==> src/rtl/keypad_time_entry.sv <==
// Keypad time entry: captures BCD digits into an MM:SS buffer, validates on START,
// then strobes loadn to the down-counter chain. Optional macro KEY_SYNC_EN adds a
// 2-flop input synchronizer ahead of key edge detection.
module keypad_time_entry #(
    parameter int LOAD_CYCLES = 2,
    parameter int MAX_DIGITS  = 4
) (
    input  logic       clk,
    input  logic       clearn,
    input  logic       key_valid,
    input  logic [3:0] key_code,
    input  logic       cook_done,
    output logic [3:0] sec_ones,
    output logic [3:0] sec_tens,
    output logic [3:0] min_ones,
    output logic [3:0] min_tens,
    output logic       loadn,
    output logic       armed,
    output logic [2:0] entry_cnt,
    output logic       err,
    output logic       cancel
);

    typedef enum logic [1:0] {
        IDLE,
        ENTRY,
        LOAD,
        ARMED
    } state_t;

    localparam logic [3:0] KEY_START = 4'd10;
    localparam logic [3:0] KEY_CLEAR = 4'd11;
    localparam int         CW        = (LOAD_CYCLES > 1) ? $clog2(LOAD_CYCLES) : 1;
    localparam logic [2:0] MAX_CNT   = 3'(MAX_DIGITS);

    logic       key_valid_s;
    logic [3:0] key_code_s;

`ifdef KEY_SYNC_EN
    logic       valid_s1, valid_s2;
    logic [3:0] code_s1, code_s2;

    always_ff @(posedge clk or negedge clearn) begin
        if (!clearn) begin
            valid_s1 <= 1'b0;
            valid_s2 <= 1'b0;
            code_s1  <= 4'd0;
            code_s2  <= 4'd0;
        end else begin
            valid_s1 <= key_valid;
            valid_s2 <= valid_s1;
            code_s1  <= key_code;
            code_s2  <= code_s1;
        end
    end

    assign key_valid_s = valid_s2;
    assign key_code_s  = code_s2;
`else
    assign key_valid_s = key_valid;
    assign key_code_s  = key_code;
`endif

    // time_buf = {min_tens, min_ones, sec_tens, sec_ones}
    state_t        state, state_n;
    logic [15:0]   time_buf, time_buf_n;
    logic [2:0]    cnt_n;
    logic [CW-1:0] load_cnt, load_cnt_n;
    logic          loadn_n, armed_n, err_n, cancel_n;
    logic          prev_valid;
    logic          press, is_digit, entry_bad;

    assign press     = key_valid_s & ~prev_valid;
    assign is_digit  = (key_code_s <= 4'd9);
    assign entry_bad = (time_buf == 16'd0) || (time_buf[7:4] > 4'd5);

    // NOTE: every state element uses <= so all registers update from the same pre-edge values.
    always_ff @(posedge clk or negedge clearn) begin
        if (!clearn) begin
            state      <= IDLE;
            time_buf   <= 16'd0;
            entry_cnt  <= 3'd0;
            load_cnt   <= '0;
            loadn      <= 1'b1;
            armed      <= 1'b0;
            err        <= 1'b0;
            cancel     <= 1'b0;
            prev_valid <= 1'b0;
        end else begin
            state      <= state_n;
            time_buf   <= time_buf_n;
            entry_cnt  <= cnt_n;
            load_cnt   <= load_cnt_n;
            loadn      <= loadn_n;
            armed      <= armed_n;
            err        <= err_n;
            cancel     <= cancel_n;
            prev_valid <= key_valid_s;
        end
    end

    // NOTE: defaults come first so no path leaves a variable unassigned (no latches).
    always_comb begin
        state_n    = state;
        time_buf_n = time_buf;
        cnt_n      = entry_cnt;
        load_cnt_n = load_cnt;
        loadn_n    = loadn;
        armed_n    = armed;
        err_n      = 1'b0;
        cancel_n   = 1'b0;

        case (state)
            IDLE, ENTRY: begin
                if (press) begin
                    if (is_digit) begin
                        if (entry_cnt < MAX_CNT) begin
                            time_buf_n = {time_buf[11:0], key_code_s};
                            cnt_n      = entry_cnt + 3'd1;
                            state_n    = ENTRY;
                        end
                    end else if (key_code_s == KEY_CLEAR) begin
                        time_buf_n = 16'd0;
                        cnt_n      = 3'd0;
                        state_n    = IDLE;
                    end else if (key_code_s == KEY_START) begin
                        if (entry_bad) begin
                            err_n = 1'b1;
                        end else begin
                            state_n    = LOAD;
                            loadn_n    = 1'b0;
                            load_cnt_n = CW'(LOAD_CYCLES - 1);
                        end
                    end
                end
            end

            LOAD: begin
                if (load_cnt == '0) begin
                    loadn_n = 1'b1;
                    armed_n = 1'b1;
                    state_n = ARMED;
                end else begin
                    load_cnt_n = load_cnt - CW'(1);
                end
            end

            ARMED: begin
                // CLEAR wins over a simultaneous cook_done so the cancel pulse is not lost.
                if (press && key_code_s == KEY_CLEAR) begin
                    cancel_n   = 1'b1;
                    armed_n    = 1'b0;
                    time_buf_n = 16'd0;
                    cnt_n      = 3'd0;
                    state_n    = IDLE;
                end else if (cook_done) begin
                    armed_n    = 1'b0;
                    time_buf_n = 16'd0;
                    cnt_n      = 3'd0;
                    state_n    = IDLE;
                end
            end

            default: state_n = IDLE;
        endcase
    end

    assign min_tens = time_buf[15:12];
    assign min_ones = time_buf[11:8];
    assign sec_tens = time_buf[7:4];
    assign sec_ones = time_buf[3:0];

endmodule
==> config.mk <==
export PLATFORM = sky130hd
export DESIGN_NAME = keypad_time_entry
export DESIGN_NICKNAME = d
export VERILOG_FILES = /design/src/rtl/keypad_time_entry.sv
export SDC_FILE = /design/constraint.sdc
export NUM_CORES = 1
export LEC_CHECK = 0
export CAP_MARGIN = 20
export CORE_MARGIN = 3
export CORE_UTILIZATION = 47
export CTS_CLUSTER_DIAMETER = 200
export DETAILED_ROUTE_END_ITERATION = 10
export PLACE_DENSITY = 0.77
export SETUP_SLACK_MARGIN = 0.4
export SLEW_MARGIN = 20
export SYNTH_ARGS = -nofsm -noshare
export SYNTH_HDL_FRONTEND = slang
export SYNTH_SLANG_ARGS = --single-unit
==> constraint.sdc <==
create_clock -name clk -period 2.2 [get_ports clk]
set_clock_uncertainty 0.15 [all_clocks]
set_input_delay 0.66 -clock clk [delete_from_list [all_inputs] [get_ports clk]]
set_output_delay 0.66 -clock clk [all_outputs]
set_load 0.05 [all_outputs]
Yosys cells after proc, flatten, opt, wreduce, memory -nomap -nowiden
Index checks and enable logic that the tools add are counted.
Cells by class
  add/subtract/negate cells: 2
  order comparisons: 3
  eq/ne operators: 16
  mux-type cells: 49
  bitwise gates (word level): 2
  reduce and logical (&&, ||, !) cells: 13
Operators with widths (number)
  16-bit 2-to-1 mux: 6
  16-bit case mux with 2 select lines: 1
  1-bit 2-to-1 mux: 22
  2-bit 2-to-1 mux: 9
  3-bit 2-to-1 mux: 6
  16-bit zero test: 1
  2-bit != test (second input constant): 6
  6-bit AND reduction: 2
  3-bit != test (second input constant): 3
  4-bit equality test (second input constant): 2
  4-bit != test (second input constant): 2
  7-bit AND reduction: 1
  1-bit case mux with 2 select lines: 3
  2-bit case mux with 3 select lines: 1
  3-bit case mux with 2 select lines: 1
  2-bit nonzero test: 3
  5-bit AND reduction: 1
  2-bit equality test (second input constant): 2
  4-bit by 3-bit > comparator with 1-bit output (second input constant): 1
  4-bit less-or-equal comparator (second input constant): 1
  3-bit by 1-bit adder with 3-bit output (second input constant): 1
  3-bit < comparator (second input constant): 1
  3-bit AND reduction: 1
  2-bit by 1-bit equality test with 1-bit output (second input constant): 1
  other kinds (7): 7
Storage, ports and cells
  register bits: 27
  bits of input ports: 8
  output and inout port bits: 23

Longest topological paths before layout
Gate-level depths: netlist of run 1.
  depth in word-level cells: 8
  mapped depth: 6
  gate-level depth less buffers: 4

Worst setup path after synthesis of run 1
OpenSTA, ideal clock, no wires.
  path kind: input -> register
  start point: input key_code[1]
  end point: register time_buf[9]
  arrival time: 1675 ps
  required time: 1929 ps
  path slack: 254 ps
  stages: 5
  path buffers: 1
  cells stage by stage: nor2b_1 -> o211ai_1 -> nand4b_4 -> buf_6 -> a22o_1
Between the ends
  word-level cells in the longest chain between the ends: 4
Ends and longest elaborated chain
  from (decl): RTL line 11  | input logic [3:0] key_code,
  4-bit less-or-equal comparator / 4-bit equality test (equally long branches): RTL line 74, 122, 150
  16-bit 2-to-1 mux / 1-bit logical AND (equally long branches): RTL line 116, 150
  16-bit 2-to-1 mux, or another cell as far along: RTL line 115  | if (press) begin
  16-bit case mux with 2 select lines / 5-bit AND reduction (equally long branches)
  to (signal assigned): RTL line 91  | time_buf <= time_buf_n;
  to (decl): RTL line 66  | logic [15:0] time_buf, time_buf_n;
Several ways; a longest one is shown, not always the timed one. The select of a mux whose other input is x is not followed.
A chain may end at the register's enable or synchronous reset.

Worst setup path in the final report of run 1
  start point: register time_buf[3]
  end point: register state[0]
Between the ends
  word-level cells in the longest chain between the ends: 4
Ends and longest elaborated chain
  16-bit zero test: RTL line 75  | assign entry_bad = (time_buf == 16'd0) || (time_buf[7:4] > 4'd5);
  1-bit logical OR: RTL line 75
  4-bit != test (no line)
  6-bit AND reduction (no line)
  to (signal assigned): RTL line 90  | state <= state_n;
  to (decl): RTL line 65  | state_t state, state_n;
No other way between the ends.

==> results of run 1 <==
power groups by stage:
| stage | clock network, uW | logic, uW | registers, uW |
|---|---|---|---|
| detailed placement | 0 | 1060 | 820 |
| global route | 246 | 1420 | 807 |
| global placement | 0 | 1040 | 810 |
| finish | 225 | 1350 | 788 |
| CTS | 219 | 1170 | 784 |
| floorplan | 0 | 244 | 1260 |
worst register-to-register path, delay by kind of cell, from the launching register on:
kind,cells,cell delay [ps]
AND/OR/NAND/NOR,3,920
AO/OA/AOI/OAI,1,150
buffers and inverters,1,150
flip-flops,1,440
synth_stat cells:
cell | n | area, um^2
and4b_4 | 1 | 13.8
inv_1 | 2 | 7.51
a21oi_1 | 4 | 20.0
dfrtp_1 | 26 | 651
a22o_1 | 18 | 158
a221o_1 | 1 | 10.0
a211o_4 | 1 | 17.5
buf_4 | 1 | 7.51
o22a_1 | 1 | 8.76
clkbuf_1 | 1 | 3.75
nand4_1 | 1 | 6.26
nor3_1 | 2 | 10.0
a221oi_1 | 1 | 8.76
o211ai_1 | 1 | 7.51
o21ai_1 | 1 | 5.00
ha_1 | 1 | 12.5
nand2_1 | 3 | 11.3
mux2_2 | 1 | 11.3
inv_2 | 1 | 3.75
nor4_1 | 3 | 18.8
o21a_1 | 1 | 7.51
nor4_4 | 1 | 21.3
o21ai_0 | 3 | 15.0
nor2_1 | 4 | 15.0
nor2b_1 | 2 | 12.5
nand4b_1 | 1 | 8.76
nand4b_4 | 1 | 23.8
and3b_1 | 1 | 8.76
nand2b_1 | 3 | 18.8
dfstp_2 | 1 | 26.3
o31ai_1 | 1 | 7.51
and4b_1 | 1 | 10.0
o22ai_1 | 1 | 6.26
buf_6 | 1 | 11.3
nand3_1 | 3 | 15.0
worst paths after layout:
check | start | endpoint | slack [ps]
hold / removal | time_buf[12]$_DFFE_PN0P_ | time_buf[12]$_DFFE_PN0P_ | 420
setup / recovery | time_buf[3]$_DFFE_PN0P_ | state[0]$_DFFE_PN0P_ | 330
min in group asynchronous | clearn | time_buf[12]$_DFFE_PN0P_ | 530
setup reg to reg | time_buf[3]$_DFFE_PN0P_ | state[0]$_DFFE_PN0P_ | 330
max in group asynchronous | clearn | loadn$_DFFE_PN1P_ | 1050
hold reg to reg | time_buf[12]$_DFFE_PN0P_ | time_buf[12]$_DFFE_PN0P_ | 420
flip-flops by register name (all words and copies together) (netlist names):
| register | cells |
|---|---|
| entry_cnt | 3 |
| prev_valid | 1 |
| cancel | 1 |
| loadn | 1 |
| armed | 1 |
| state | 2 |
| time_buf | 16 |
| err | 1 |
| load_cnt | 1 |
routing by layer:
metal	up-vias	track usage [%]	wire length [um]
met2	63	35.1	1830
met4	0	6.78	119
li1	508	-	-
met5	-	0	0
met1	566	26.4	1390
met3	12	3.45	234
through the flow:
| stage | total power [uW] | std cells | setup TNS (ps) |
|---|---|---|---|
| 6_report | 2370 | 191 | 0 |
| 5_1_grt | 2470 | 191 | 0 |
| 4_1_cts | 2170 | 180 | 0 |
| 3_5_place_dp | 1880 | 166 | -6320 |
| 3_3_place_gp | 1850 | 166 | -5530 |
| 2_1_floorplan | 1500 | 96 | 0 |
area by class of cell:
type / instances / area share (%)
multi-input combinational: 63 / 28.0
timing repair buffer: 66 / 30.6
tap: 28 / 1.92
clock buffer: 4 / 1.44
sequential: 27 / 37.4
inverter: 3 / 0.618
cells by family (layout without fill, tap and decap cells):
kind of cell / after synthesis / in the layout / synth area share [%]
AOI/OAI and AO/OA: 34 / 34 / 22.6
DFF: 27 / 27 / 56.4
and+or+nand+nor: 27 / 27 / 16.2
buffers and inverters: 6 / 73 / 2.82
adders and majority gates: 1 / 1 / 1.04
muxes: 1 / 1 / 0.938
what timing repair did:
action | 4_1_cts | 5_1_grt
gates resized for setup | 23 | 13
pin swaps | 4 | 0
setup endpoints to repair | 30 | 29
buffers inserted | 9 | 11
cloned | 1 | 0
==> impl_metrics.env, run 1 <==
export IMPL_die_h_um=56.5
export IMPL_pin_count=31
export IMPL_area_growth_pct=51.9
export IMPL_final_cell_mix="buf_4, dfrtp_1, a22o_1"
export IMPL_final_common_cell="buf_4"
export IMPL_critPathMaxFanout=3
export IMPL_hold_depth=1
export IMPL_cp_arrival_ps=2000
export IMPL_h_tree_depth=1
export IMPL_place_hpwl_um=2110
export IMPL_period_minus_slack_ps=1870
export IMPL_power_leakage_uw=0.000887
export IMPL_avgViaCountPerCell=6.02
export IMPL_start_util_pct=51.8
export IMPL_crit_chain="buf_4 -> nor4_1 -> nand4_1 -> nand3_1 -> a221o_1"
export IMPL_cts_tree="yes"
export IMPL_place_ws_ps=-360
export IMPL_timing_final_crit_share_pct=85.0
export IMPL_syn_nets=105
export IMPL_final_core_util_pct=78.6
export IMPL_yosysWarningCount=0
export IMPL_drive_above_1_share_pct=48.5
export IMPL_slew_violations=0
export IMPL_synthCells=96
export IMPL_vdd_drop_max_mv=1.22
export IMPL_p_switching_uw=1090
export IMPL_synth_area_um2=1200
export IMPL_grt_max_degree=28
export IMPL_slowest_delay_ps=460
export IMPL_rsz0062_at_grt="yes"
export IMPL_placed_cell_area_um2=1590
export IMPL_fillers=153
export IMPL_seq_area_um2=682
export IMPL_r2r_cells=5
export IMPL_cts_root_buf="clkbuf_4"
export IMPL_ys_seq_elements=27
export IMPL_wl_per_cell_um=18.7
export IMPL_cp_end_kind="flip-flop"
export IMPL_postSynthAreaPerCell_um2=12.5
export IMPL_multi_input_area_um2=510
export IMPL_clockBufferDepth=2
export IMPL_worst_pin_slew_ps=479
export IMPL_crit_path_start_kind="flip-flop"
export IMPL_fmaxAchievable_mhz=535
export IMPL_critPathKind="flip-flop to flip-flop"
export IMPL_first_iter_violations=46
export IMPL_powerDensity_nw_per_um2=1300
export IMPL_status="completed"
export IMPL_grt_pass1_wl_um=5130
export IMPL_seqPwrFrac_pct=33.3
export IMPL_cap_violations=0
export IMPL_seq_area_frac_synth_pct=56.4
export IMPL_drt_pass1_iterations=4
export IMPL_grt_pass1_vias=1053
export IMPL_rows=17
export IMPL_synth_cell_types=35
export IMPL_die_w_um=56.5
export IMPL_finalSetupViolCount=0
export IMPL_pwr_share_comb_pct=57.2
export IMPL_cp_num_cells=5
export IMPL_gp_congestion=0.774
export IMPL_vias=1149
export IMPL_diodes=0
export IMPL_clk_latency_ps=330
export IMPL_p_clk_share_pct=9.5
export IMPL_crit_family="simple AND/OR/NAND/NOR gates"
export IMPL_power_switching_share_pct=46.0
export IMPL_drc=0
export IMPL_grt_util_all_layers_pct=20.6
export IMPL_ant_nets=0
export IMPL_hp_class="flip-flop to flip-flop"
export IMPL_worstPathRequired_ps=2330
export IMPL_hold_viol_final=0
export IMPL_max_slew_margin_rel_pct=67.8
export IMPL_hold_buffers=0
export IMPL_final_area_um2=1820
export IMPL_crit_slowest_cell="nor4_1"
export IMPL_clk_pin_slew_ps=160
export IMPL_coreArea_um2=2320
export IMPL_grt_remaining_overflow=0
export IMPL_antenna_found_initial=0
export IMPL_port_buffers=30
export IMPL_crit_buf_inv=1
export IMPL_fin_hold_ws_ps=420
export IMPL_worst_slack_ps=331
export IMPL_cts_sinks=27
export IMPL_p_int_uw=1280
export IMPL_drt_wl_total_um=3580
export IMPL_cts_inserted_buffers=3
export IMPL_dieArea_um2=3200
export IMPL_nets=173
Power figures use the tool's default switching activity.
==> run 2: changes to the inputs <==
--- a/config.mk
+++ b/config.mk
@@ -7,10 +7,10 @@
 export LEC_CHECK = 0
 export CAP_MARGIN = 20
 export CORE_MARGIN = 3
-export CORE_UTILIZATION = 47
+export CORE_UTILIZATION = 43
 export CTS_CLUSTER_DIAMETER = 200
 export DETAILED_ROUTE_END_ITERATION = 10
-export PLACE_DENSITY = 0.77
+export PLACE_DENSITY = 0.75
 export SETUP_SLACK_MARGIN = 0.4
 export SLEW_MARGIN = 20
 export SYNTH_ARGS = -nofsm -noshare
==> constraint.sdc (replaced) <==
create_clock -name clk -period 1.54 [get_ports clk]
set_clock_uncertainty 0.15 [all_clocks]
set_input_delay 0.462 -clock clk [delete_from_list [all_inputs] [get_ports clk]]
set_output_delay 0.462 -clock clk [all_outputs]
set_load 0.05 [all_outputs]
==> run 2 against run 1 <==
Compared with the run above:
- the run now fails in global routing
- synthesized area unchanged
- synthesized cell count is the same
==> impl_metrics.env, run 2 <==
export IMPL_status="did not finish"
export IMPL_failed_stage="global routing"
export IMPL_stop_error="[ERROR DPL-0033] detailed placement checks failed during check placement."
export IMPL_place_ws_ps=-808
export IMPL_rows=18
export IMPL_die_h_um=58.8
export IMPL_gp_congestion=0.771
export IMPL_cts_sinks=27
export IMPL_seq_area_frac_synth_pct=56.4
export IMPL_crit_endpoint="time_buf[13]$_DFFE_PN0P_/D"
export IMPL_worstEndpointType="sequential cell input"
export IMPL_grt_max_degree=28
export IMPL_netlist_top_cells_count="dfrtp_1, a22o_1, a21oi_1, nor2_1"
export IMPL_cts_inserted_buffers=3
export IMPL_postSynthAreaPerCell_um2=12.5
export IMPL_clockBufferDepth=2
export IMPL_h_tree_depth=1
export IMPL_pin_count=31
export IMPL_yosys_most_used_dff="dfrtp_1"
export IMPL_syn_nets=105
export IMPL_synth_area_um2=1200
export IMPL_synth_edff_count=0
export IMPL_start_util_pct=46.7
export IMPL_synth_most_common_cell="dfrtp_1"
export IMPL_place_hpwl_um=2270
export IMPL_yosysWarningCount=0
export IMPL_hold_buffers=0
export IMPL_synth_cell_types=35
export IMPL_die_w_um=58.8
export IMPL_synth_largest_area_cell="dfrtp_1"
export IMPL_cts_root_buf="clkbuf_4"
export IMPL_antenna_found_initial=0
export IMPL_port_buffers=30
export IMPL_synth_area_leaders="dfrtp_1, a22o_1, dfstp_2"
export IMPL_synthCells=96
export IMPL_ys_seq_elements=27
export IMPL_async_flop_share_pct=100
export IMPL_synth_top_area_share_pct=54.2
==> run 2: what timing repair did <==
action,4_1_cts
resized for setup,44
cloned,1
pin swaps,24
setup endpoints to repair,49
buffers inserted,34
==> run 2: logic make-up after synthesis <==
kind of cell,share of synthesized area (%)
adders and majority gates,1.04
AOI/OAI and AO/OA,22.6
muxes,0.938
and+or+nand+nor,16.2
DFF,56.4
buffers and inverters,2.82
==> run 2: per-stage QoR <==
| stage | TNS (ps) | instances | util, % | cell area (um^2) |
|---|---|---|---|---|
| floorplan | -2770 | 96 | - | 1220 |
| global placement | -17030 | 182 | 78.3 | 2010 |
| detailed placement | -18070 | 182 | 78.3 | 2010 |
| CTS | -3230 | 221 | 94.5 | 2430 |
==> run 3: changes to the inputs <==
--- a/config.mk
+++ b/config.mk
@@ -6,12 +6,10 @@
 export NUM_CORES = 1
 export LEC_CHECK = 0
 export CAP_MARGIN = 20
-export CORE_MARGIN = 3
-export CORE_UTILIZATION = 43
-export CTS_CLUSTER_DIAMETER = 200
+export CORE_AREA = 3 3 64 66
 export DETAILED_ROUTE_END_ITERATION = 10
-export PLACE_DENSITY = 0.75
-export SETUP_SLACK_MARGIN = 0.4
+export DIE_AREA = 0 0 67 69
+export PLACE_DENSITY_LB_ADDON = 0.15
 export SLEW_MARGIN = 20
 export SYNTH_ARGS = -nofsm -noshare
 export SYNTH_HDL_FRONTEND = slang
==> constraint.sdc (replaced) <==
create_clock -name clk -period 2 [get_ports clk]
set_clock_uncertainty 0.15 [all_clocks]
set_input_delay 0.6 -clock clk [delete_from_list [all_inputs] [get_ports clk]]
set_output_delay 0.6 -clock clk [all_outputs]
set_load 0.05 [all_outputs]
==> run 3 against run 2 <==
Compared with the run above:
- the flow now finishes without violations
==> impl_metrics.env, run 3 (synthesized netlist as in run 1, its figures left out) <==
export IMPL_stdcell_count=189
export IMPL_rsz0062_at_grt="no"
export IMPL_status="completed"
export IMPL_drt_pass1_iterations=4
export IMPL_h_tree_depth=1
export IMPL_crit_path_start_kind="input pin"
export IMPL_drc=0
export IMPL_vdd_drop_max_mv=0.711
export IMPL_dp_cells=183
export IMPL_fmaxAchievable_mhz=521
export IMPL_period_minus_slack_ps=1920
export IMPL_wl_per_cell_um=15.7
export IMPL_final_setup_tns_ps=0
export IMPL_grt_pass1_vias=1020
export IMPL_clk_latency_ps=270
export IMPL_slew_violations=0
export IMPL_die_h_um=69
export IMPL_timing_final_crit_share_pct=95.9
export IMPL_power_leakage_uw=0.000868
export IMPL_rows=22
export IMPL_vias=968
export IMPL_finalSetupViolCount=0
export IMPL_cts_inserted_buffers=3
export IMPL_grt_remaining_overflow=0
export IMPL_largestRegisters="time_buf x16, entry_cnt x3, state x2"
export IMPL_cp_arrival_ps=1930
export IMPL_crit_chain="dlygate4sd2_1 -> and4b_4 -> a211o_4 -> and4b_1 -> a221o_1"
export IMPL_pin_count=31
export IMPL_grt_pass1_wl_um=4840
export IMPL_cts_tree="yes"
export IMPL_hold_viol_final=0
export IMPL_cp_end_kind="flip-flop"
export IMPL_largest_reg_flops=16
export IMPL_gp_congestion=0.769
export IMPL_cap_violations=0
export IMPL_cts_sinks=27
export IMPL_final_common_cell="dfrtp_1"
export IMPL_p_total_uw=2800
export IMPL_start_util_pct=33.0
export IMPL_grt_max_degree=28
export IMPL_dieArea_um2=4620
export IMPL_ant_nets=0
export IMPL_port_buffers=30
export IMPL_critPathMaxFanout=4
export IMPL_grt_util_all_layers_pct=13.4
export IMPL_drt_wl_total_um=2970
export IMPL_final_cell_mix="dfrtp_1, buf_12, a22o_1"
export IMPL_diodes=0
export IMPL_place_hpwl_um=2180
export IMPL_antenna_found_initial=0
export IMPL_drive_above_1_share_pct=36.2
export IMPL_hp_class="flip-flop to flip-flop"
export IMPL_avgViaCountPerCell=5.12
export IMPL_critPathKind="input pin to flip-flop"
export IMPL_max_slew_margin_rel_pct=73.6
export IMPL_first_iter_violations=25
export IMPL_slowest_delay_ps=360
export IMPL_top_register="time_buf"
export IMPL_crit_slowest_cell="a211o_4"
export IMPL_cts_root_buf="clkbuf_8"
export IMPL_coreArea_um2=3630
export IMPL_clk_pin_slew_ps=90
export IMPL_die_w_um=67
export IMPL_nets=151
export IMPL_worstPathRequired_ps=2010
export IMPL_worst_pin_slew_ps=396
export IMPL_powerDensity_nw_per_um2=1430
export IMPL_clockBufferDepth=2
export IMPL_area_growth_pct=62.8
export IMPL_final_core_util_pct=53.8
==> run 3: repair_timing <==
| action | CTS | global route |
|---|---|---|
| hold buffers | 0 | 0 |
| pin swaps | 2 | 2 |
| setup endpoints to repair | 21 | 14 |
| buffers inserted | 2 | 0 |
| gates resized for setup | 7 | 2 |
==> run 3: final timing paths <==
check                                     start                       to  slack (ps)  cells past startpoint
setup / recovery                    key_code[0]     state[0]$_DFFE_PN0P_          80                      5
hold / removal                loadn$_DFFE_PN1P_        loadn$_DFFE_PN1P_         400                      1
setup reg to reg           state[1]$_DFFE_PN0P_     state[0]$_DFFE_PN0P_         160                      4
hold reg to reg               loadn$_DFFE_PN1P_        loadn$_DFFE_PN1P_         400                      1
max in group asynchronous                clearn        loadn$_DFFE_PN1P_         850                      2
min in group asynchronous                clearn  time_buf[8]$_DFFE_PN0P_         540                      2
==> run 3: cell type report <==
| cell class | count | area (um^2) |
|---|---|---|
| repair buffers | 44 | 646 |
| clock inverters | 1 | 7.51 |
| fillers | 331 | 1680 |
| clock buffers | 3 | 41.3 |
| multi-input cells | 63 | 510 |
| well taps | 48 | 60.1 |
| inverters | 3 | 11.3 |
| flip-flops and latches | 27 | 677 |
==> run 3: stage by stage <==
| step | setup slack, ps | cell area [um^2] | hold WS (ps) |
|---|---|---|---|
| after floorplan | 114 | 1200 | 154 |
| after global placement | -458 | 1870 | 380 |
| after detailed placement | -517 | 1870 | 376 |
| after CTS | 21.4 | 1940 | 390 |
| after global routing | 1.81 | 1950 | 411 |
| final | 81.6 | 1950 | 397 |
==> run 3: critical path: cells and delay by family <==
| family | cells | cell delay (ps) |
|---|---|---|
| and+or+nand+nor | 2 | 440 |
| buffers and inverters | 1 | 270 |
| AOI/OAI and AO/OA | 2 | 620 |
==> run 3: routing by layer <==
layer	global-route usage (%)	vias up	share of wire, %
li1	-	463	-
met1	18.0	471	46
met2	21.4	30	49
met3	1.95	4	3.9
met4	5.18	0	1.2
met5	0	-	0
==> run 3: power by group <==
| group | switching (uW) | leakage (uW) | internal, uW | total, uW |
|---|---|---|---|---|
| clock | 174 | 0.0000217 | 141 | 315 |
| sequential | 264 | 0.000345 | 707 | 971 |
| combinational | 744 | 0.000501 | 766 | 1510 |
